`src/rtl/animation_sequencer.sv`:
```
// animation_sequencer
// Frame-locked intro animation controller. Once the game is started it
// waits for a vsync falling edge, then steps `counter` through 0..STEPS-1,
// holding each step for FRAMES_PER_STEP frames. After the last step it
// pulses `anim_done` and holds `game_active` until `start_game` drops.
// Dropping `start_game` at any point returns to IDLE with all outputs low.
// All outputs are registered. `state_dbg` exposes the FSM state for
// checkers.

module animation_sequencer #(
    parameter int STEPS           = 8,
    parameter int FRAMES_PER_STEP = 30,
    parameter int CNT_W           = 4
) (
    input  logic             clk,
    input  logic             rst_n,
    input  logic             start_game,
    input  logic             vsync,
    output logic             animation,
    output logic [CNT_W-1:0] counter,
    output logic             anim_done,
    output logic             game_active,
    output logic [1:0]       state_dbg
);

    // Width of the per-step frame counter. It is at least 1 bit so that
    // FRAMES_PER_STEP = 1 still elaborates cleanly.
    localparam int FW = (FRAMES_PER_STEP > 1) ? $clog2(FRAMES_PER_STEP) : 1;

    localparam logic [FW-1:0]    FCNT_LAST = FW'(FRAMES_PER_STEP - 1);
    localparam logic [FW-1:0]    FCNT_ONE  = FW'(1);
    localparam logic [CNT_W-1:0] CNT_LAST  = CNT_W'(STEPS - 1);
    localparam logic [CNT_W-1:0] CNT_ONE   = CNT_W'(1);

    typedef enum logic [1:0] {
        IDLE  = 2'd0,
        ARMED = 2'd1,
        RUN   = 2'd2,
        DONE  = 2'd3
    } state_t;

    state_t           state, state_n;
    logic             vs_q;
    logic             frame_tick;
    logic [FW-1:0]    fcnt, fcnt_n;
    logic [CNT_W-1:0] counter_n;
    logic             animation_n;
    logic             anim_done_n;
    logic             game_active_n;

    // vs_q resets high, so a vsync already low when reset releases is
    // seen as a frame boundary.
    assign frame_tick = vs_q & ~vsync;
    assign state_dbg  = state;

    // Register vsync for falling-edge detection.
    always_ff @(posedge clk or negedge rst_n) begin
        if (!rst_n) begin
            vs_q <= 1'b1;
        end else begin
            vs_q <= vsync;
        end
    end

    // State, frame counter and registered outputs.
    always_ff @(posedge clk or negedge rst_n) begin
        if (!rst_n) begin
            state       <= IDLE;
            fcnt        <= '0;
            counter     <= '0;
            animation   <= 1'b0;
            anim_done   <= 1'b0;
            game_active <= 1'b0;
        end else begin
            state       <= state_n;
            fcnt        <= fcnt_n;
            counter     <= counter_n;
            animation   <= animation_n;
            anim_done   <= anim_done_n;
            game_active <= game_active_n;
        end
    end

    // Next-state and next-output logic. Losing start_game wins over a
    // simultaneous frame tick in ARMED and RUN.
    always_comb begin
        state_n       = state;
        fcnt_n        = fcnt;
        counter_n     = counter;
        animation_n   = animation;
        anim_done_n   = 1'b0;
        game_active_n = game_active;

        unique case (state)
            IDLE: begin
                fcnt_n        = '0;
                counter_n     = '0;
                animation_n   = 1'b0;
                game_active_n = 1'b0;
                if (start_game) begin
                    state_n = ARMED;
                end
            end

            ARMED: begin
                if (!start_game) begin
                    state_n       = IDLE;
                    fcnt_n        = '0;
                    counter_n     = '0;
                    animation_n   = 1'b0;
                    game_active_n = 1'b0;
                end else if (frame_tick) begin
                    state_n     = RUN;
                    fcnt_n      = '0;
                    counter_n   = '0;
                    animation_n = 1'b1;
                end
            end

            RUN: begin
                if (!start_game) begin
                    state_n       = IDLE;
                    fcnt_n        = '0;
                    counter_n     = '0;
                    animation_n   = 1'b0;
                    game_active_n = 1'b0;
                end else if (frame_tick) begin
                    if (fcnt < FCNT_LAST) begin
                        fcnt_n = fcnt + FCNT_ONE;
                    end else begin
                        fcnt_n = '0;
                        if (counter < CNT_LAST) begin
                            counter_n = counter + CNT_ONE;
                        end else begin
                            state_n       = DONE;
                            animation_n   = 1'b0;
                            anim_done_n   = 1'b1;
                            game_active_n = 1'b1;
                        end
                    end
                end
            end

            DONE: begin
                counter_n     = CNT_LAST;
                animation_n   = 1'b0;
                game_active_n = 1'b1;
                if (!start_game) begin
                    state_n       = IDLE;
                    fcnt_n        = '0;
                    counter_n     = '0;
                    game_active_n = 1'b0;
                end
            end

            default: begin
                state_n       = IDLE;
                fcnt_n        = '0;
                counter_n     = '0;
                animation_n   = 1'b0;
                game_active_n = 1'b0;
            end
        endcase
    end

endmodule

```
`config.mk`:
```
export PLATFORM = sky130hd
export DESIGN_NAME = animation_sequencer
export DESIGN_NICKNAME = d
export VERILOG_FILES = /design/src/rtl/animation_sequencer.sv
export SDC_FILE = /design/constraint.sdc
export NUM_CORES = 1
export LEC_CHECK = 0
export CAP_MARGIN = 10
export CORE_MARGIN = 2
export CORE_UTILIZATION = 49
export CTS_BUF_LIST = sky130_fd_sc_hd__clkbuf_2 sky130_fd_sc_hd__clkbuf_4 sky130_fd_sc_hd__clkbuf_8
export CTS_CLUSTER_DIAMETER = 100
export CTS_CLUSTER_SIZE = 14
export DETAILED_ROUTE_END_ITERATION = 7
export PLACE_DENSITY = 0.77
export SETUP_SLACK_MARGIN = 0.02
export SLEW_MARGIN = 0
export SYNTH_ARGS = -nofsm -noshare
export SYNTH_HDL_FRONTEND = slang
export SYNTH_SLANG_ARGS = --single-unit
export TNS_END_PERCENT = 5
```
`constraint.sdc`:
```
create_clock -name clk -period 1.35 [get_ports clk]
set_input_delay 0.3375 -clock clk [delete_from_list [all_inputs] [get_ports clk]]
set_output_delay 0.3375 -clock clk [all_outputs]
set_load 0.01 [all_outputs]
```
==> results of run 1 <==
==> kinds of logic after synthesis <==
family	after synthesis	share of synthesized area, %
and+or+nand+nor	29	20.52
AOI/OAI and AO/OA	28	22.51
xor gates and xnor gates	1	1.072
adders and majority gates	3	4.287
DFF	15	46.10
buffers and inverters	11	5.513
==> power groups by stage <==
stage,registers (W),logic (W),clock network (W)
floorplan,0.000484,0.0000640,0
global placement,0.000478,0.000148,0
detailed placement,0.000479,0.000151,0
CTS,0.000469,0.000156,0.000285
global route,0.000471,0.000177,0.000300
finish,0.000469,0.000162,0.000281
==> repair_timing <==
item	in CTS	in global routing
gates resized for setup	24	14
pin swaps	4	5
endpoints found under the hold margin	0	0
setup endpoints to repair	22	18
buffers inserted	2	0
==> through the flow <==
stage          hold WS [ps]  utilization, %  setup WS, ps
4_1_cts               312.7           76.54        -57.86
3_3_place_gp          535.9           72.65        -372.9
6_report              312.8           79.46        -77.18
5_1_grt               320.8           79.46        -117.4
2_1_floorplan         41.91               -        -96.11
3_5_place_dp          551.0           72.65        -442.0
==> placed cells by master (no fill, tap or decap), types with 2 or more instances in the layout <==
cell type and instances:
nor2_1 2, buf_4 19, buf_2 2, nor3_2 3, clkdlybuf4s15_1 4, dfrtp_1 13, a21oi_1 6, nand3_1 4
inv_1 7, dlygate4sd2_1 4, nor3_1 2, nand2_1 5, a31oi_1 3, and3_1 2, o21ai_0 7, buf_6 4
clkbuf_4 4
==> flip-flops by register name (all words and copies together) (netlist names) <==
register / count
game_active: 1
anim_done: 1
vs_q: 1
animation: 1
state_dbg: 2
counter: 4
fcnt: 5
==> layer usage <==
metal	part of all wire, %	wire length [um]	up-vias	track usage (%)
li1	-	-	395	-
met1	41	868	407	29.52
met2	53	1130	30	41.45
met3	4.5	95	3	2.400
met4	1.3	28	0	8.235
met5	0	0	-	0
==> area by class of cell <==
type	count	area (um2)	share of cell area (%)
Tap cell	16	20.02	1.634
Multi-Input combinational cell	61	455.4	37.18
Inverter	7	26.28	2.145
Clock buffer	4	30.03	2.451
Sequential cell	15	377.9	30.85
Timing Repair Buffer	36	315.3	25.74
==> worst max-delay path: stages, from the launching register on <==
cell	delay, ps
dfrtp_1	400
o2111a_2	290
and2_4	180
or3_1	290
and4_1	160
==> worst paths after layout <==
path / endpoint / slack, ps / cells after the start
setup / recovery: counter[1]$_DFFE_PN0P_ / -80 / 4
hold / removal: vs_q$_DFF_PN1_ / 310 / 1
setup reg to reg: counter[1]$_DFFE_PN0P_ / -80 / 4
hold reg to reg: fcnt[4]$_DFFE_PN0P_ / 590 / 2
max in group asynchronous: vs_q$_DFF_PN1_ / 750 / 2
min in group asynchronous: fcnt[4]$_DFFE_PN0P_ / 360 / 2
==> results_dict.tcl, run 1 <==
set metrics [dict create \
    dr.pass1.iters 4 \
    cts_sinks 15 \
    grt_pass1_vias 782 \
    switchingPower_w 0.0002356 \
    finalHoldViolCount 0 \
    drc 0 \
    async_flop_share_pct 100.0 \
    num-fill-cells 112 \
    max_freq_mhz 700.7 \
    hp-start "vsync" \
    maxSlewViolCount 0 \
    htreeDepth 1 \
    stdcell_count 139 \
    relSlewSlack_pct 80.20 \
    syn_area_um2 817.0 \
    grt_first_pass_wirelength_mm 3.422 \
    grt_max_degree 16 \
    cp-start-kind "flop" \
    area_delta_synth_final_pct 49.92 \
    path_max_fanout 6 \
    tightest_slew_ps 294.3 \
    grt_usage_pct 23.39 \
    grt_overflow 0 \
    wl_per_cell_um 15.27 \
    hp-class "in2reg" \
    antenna_found_initial 0 \
    ys_top_cells_by_count "dfrtp_1, o21ai_0, a21oi_1, inv_1, nand2_1" \
    yosys.area.top_type "dfrtp_1" \
    ant_nets 0 \
    synth_edf_count 0 \
    cts_max_path_buffers 2 \
    startpoint "fcnt[1]$_DFFE_PN0P_" \
    synthFlopType "dfrtp_1" \
    timing.final.crit_share_pct 105.7 \
    die_h_um 44.84 \
    dpl-instance-area_mm2 0.001120 \
    ys_seq_area_share_pct 46.09 \
    core_area_mm2 0.001541 \
    yosys_register_bits 15 \
    worstSetupEndpointType "flop" \
    violations "negative setup slack" \
    num_vias 835 \
    pwr-share-comb_pct 17.8 \
    via_per_inst 6.007 \
    dpl.hpwl_mm 1.424 \
    vdd_drop_max_uv 616.9 \
    outcome "finished, violations left" \
    power.internal_w 0.0006765 \
    cts_hold_buf 0 \
    cap_violations 0 \
    ios 13 \
    synthCells 87 \
    cts_tree "built" \
    nets 130 \
    r2r-start "fcnt[1]$_DFFE_PN0P_" \
    design_power_total_w 0.0009121 \
    seqPwrFrac_pct 51.4 \
    cts-root-buf "clkbuf_4" \
    post-route-min-period_ps 1427 \
    clk_pin_slew_ps 90 \
    p_clk_share_pct 30.8 \
    crit_type "reg2reg" \
    io_buffers 12 \
    critPathRequiredTime_ps 1530 \
    synth_nets 93 \
    rows 14 \
    routed_wl_mm 2.123 \
    synth.most_common_cell "dfrtp_1" \
    fin_skew_ps 1.872 \
    cts_inserted_buffers 3 \
    rsz0062_at_grt "yes" \
    synth_warnings 0 \
    diodes 0 \
    die-area_mm2 0.002010 \
    drt_iter0_markers 18 \
    dp.cells 133 \
    insertion_delay_ps 290 \
    setup_viol 5 \
    die_x_um 44.84 \
    swShare_pct 25.83 \
    cp_data_arrival_time_ps 1610 \
    stdcell_area_mm2 0.001225 \
    gp_congestion 0.8554 \
    power.density_mw_per_mm2 744.6 \
    synth.distinct_cells 34 \
    drive_gt1_share_pct 38.21 \
    synth_area_leaders "dfrtp_1, o21ai_0, a21oi_1, dfstp_2, inv_1" \
    initial_core_util_pct 53.00 \
    worst_slack_ps -77.18 \
    avgSynthCellArea_um2 9.391 \
    setup_tns_ps -203.9 \
    synthDominantCellAreaShare_pct 42.88 \
    p_leak_nw 0.5817 \
]
No activity file was read; power rests on OpenSTA's default activity.
==> run 2, diff against run 1 <==
--- a/config.mk
+++ b/config.mk
@@ -7,12 +7,12 @@
 export LEC_CHECK = 0
 export CAP_MARGIN = 10
 export CORE_MARGIN = 2
-export CORE_UTILIZATION = 49
+export CORE_UTILIZATION = 30
 export CTS_BUF_LIST = sky130_fd_sc_hd__clkbuf_2 sky130_fd_sc_hd__clkbuf_4 sky130_fd_sc_hd__clkbuf_8
 export CTS_CLUSTER_DIAMETER = 100
 export CTS_CLUSTER_SIZE = 14
 export DETAILED_ROUTE_END_ITERATION = 7
-export PLACE_DENSITY = 0.77
+export GPL_TIMING_DRIVEN = 0
 export SETUP_SLACK_MARGIN = 0.02
 export SLEW_MARGIN = 0
 export SYNTH_ARGS = -nofsm -noshare
==> run 2 against run 1 <==
  * The flow still finishes with violations (negative setup slack)
  * Sequential share of layout area is 2.9 points higher
  * First-iteration DRC count is 17% lower
  * Register-to-register slack worse by 80 ps
  * Utilization is 35 points lower
  * Combinational power is 14% lower
  * Global-route usage is 11 points lower
  * Clock skew is 0.51 ps higher
  * Final cell count is 1.4% higher
  * Critical path depth stayed put
  * Sequential cell count stayed put
  * Count of clock-buffer cells in the layout stayed put
  * Critical endpoint unchanged
==> results_dict.tcl, run 2 (same netlist as run 1, synthesis figures left out) <==
set metrics [dict create \
    outcome "finished, violations left" \
    violations "negative setup slack" \
    cts_inserted_buffers 3 \
    cp_slowest_cell "dfrtp_2" \
    cap_violations 0 \
    power.density_mw_per_mm2 793.1 \
    cp-start-kind "flop" \
    worst_slack_ps -154.2 \
    timing.final.crit_share_pct 111.4 \
    die_h_um 56.19 \
    wl_met3_um 91 \
    via_per_inst 5.426 \
    critPathRequiredTime_ps 1530 \
    wl_met2_um 908 \
    grt_first_pass_wirelength_mm 3.084 \
    wl_per_cell_um 13.31 \
    crit_end "counter[1]$_DFFE_PN0P_" \
    r2r-start "fcnt[0]$_DFFE_PN0P_" \
    ant_nets 0 \
    path_cells "o2111a_2 -> and2_4 -> or3_1 -> and4_1" \
    clk_pin_slew_ps 90 \
    top_layer_used "met4" \
    initial_core_util_pct 32.39 \
    stdcell_area_mm2 0.001124 \
    grt_usage_pct 12.19 \
    antenna_found_initial 0 \
    num_vias 765 \
    cts_max_path_buffers 2 \
    grt_pass1_vias 700 \
    routed_wl_mm 1.877 \
    worst-r2r-setup-slack_ps -150 \
    cts-root-buf "clkbuf_4" \
    rsz0062_at_grt "yes" \
    setup_viol 8 \
    reg2reg_depth 4 \
    worstSetupEndpointType "flop" \
    m1WireLength_um 862 \
    die-area_mm2 0.003157 \
    path_delay_family "simple AND/OR/NAND/NOR gates" \
    tightest_slew_ps 656.3 \
    cts_tree "built" \
    io_buffers 12 \
    die_x_um 56.19 \
    setup_tns_ps -518.7 \
    htreeDepth 1 \
    regMostFlops "fcnt" \
    final_util_pct 44.54 \
    drive_gt1_share_pct 28.83 \
    startpoint "fcnt[0]$_DFFE_PN0P_" \
    ios 13 \
    maxSlewViolCount 0 \
    post-route-min-period_ps 1504 \
    dpl-instance-area_um2 978.4 \
    fin_skew_ps 2.380 \
    hp-class "in2reg" \
    diodes 0 \
    rows 18 \
    finalHoldViolCount 0 \
    drc 0 \
    nets 118 \
    crit_type "reg2reg" \
    dpl.hpwl_mm 1.321 \
    relSlewSlack_pct 56.11 \
    max_freq_mhz 664.8 \
    vdd_drop_max_uv 513.9 \
    core_area_mm2 0.002522 \
    largest_reg_flops 5 \
    cpPeakStageDelay_ps 440 \
    area_delta_synth_final_pct 37.52 \
    p_leak_nw 0.5135 \
    crit_buf_inv 0 \
    cts_sinks 15 \
    grt_overflow 0 \
    grt_max_degree 16 \
    final_common_cell "dfrtp_1" \
    cts_hold_buf 0 \
    path_depth 4 \
    gp_congestion 0.8085 \
    path_max_fanout 6 \
    insertion_delay_ps 290 \
    mostFrequentLayoutCells "dfrtp_1, buf_4, inv_1, o21ai_0, a21oi_1" \
    cp_data_arrival_time_ps 1690 \
    dr.pass1.iters 4 \
    rr_endpoint "counter[1]$_DFFE_PN0P_" \
    drt_iter0_markers 15 \
]
## run 2: how the worst min path moves through the flow
stage	from	end	slack (ps)	depth (start not counted)
after floorplan	rst_n	anim_done$_DFF_PN0_	40	0
after global placement	fcnt[4]$_DFFE_PN0P_	fcnt[4]$_DFFE_PN0P_	500	1
after detailed placement	fcnt[4]$_DFFE_PN0P_	fcnt[4]$_DFFE_PN0P_	510	1
after CTS	vsync	vs_q$_DFF_PN1_	300	1
after global routing	vsync	vs_q$_DFF_PN1_	300	1
final	vsync	vs_q$_DFF_PN1_	310	1
## run 2: power breakdown
part	switching, W	internal [W]
registers	0.00000870	0.000461
logic	0.0000767	0.0000619
clock network	0.000148	0.000135
total	0.000233	0.000658
## run 2: routing by layer
| metal | up-vias | global-route usage, % |
|---|---|---|
| li1 | 371 | - |
| met1 | 371 | 14.57 |
| met2 | 19 | 21.51 |
| met3 | 4 | 4.651 |
| met4 | 0 | 1.020 |
| met5 | - | 0 |
## run 2: cell type report
| cell class | count | area [um2] |
|---|---|---|
| Fill cell | 265 | 1399 |
| Clock buffer | 4 | 30.03 |
| Tap cell | 30 | 37.54 |
| Timing Repair Buffer | 20 | 170.2 |
| Sequential cell | 15 | 379.1 |
| Buffer | 4 | 31.28 |
| Inverter | 7 | 26.28 |
| Multi-Input combinational cell | 61 | 449.2 |
## run 2: stage by stage
step,total power (W),instances,worst slack (ps),hold slack [ps]
5_1_grt,0.0009304,141,-152.7,303.7
2_1_floorplan,0.0005484,87,-96.11,41.91
3_5_place_dp,0.0006024,129,-547.0,513.2
6_report,0.0008911,141,-154.2,312.5
3_3_place_gp,0.0006002,129,-536.1,504.9
4_1_cts,0.0008920,138,-183.0,299.7
## run 2: worst reg2reg max path: stages, from the launching register on
cell and delay [ps]:
dfrtp_2 440, o2111a_2 310, and2_4 190, or3_1 310
and4_1 160
## run 2: timing repair
| item | in CTS | in global routing |
|---|---|---|
| pin swaps | 5 | 4 |
| buffers inserted | 5 | 3 |
| gates resized for setup | 24 | 11 |
| endpoints found under the setup margin | 21 | 18 |
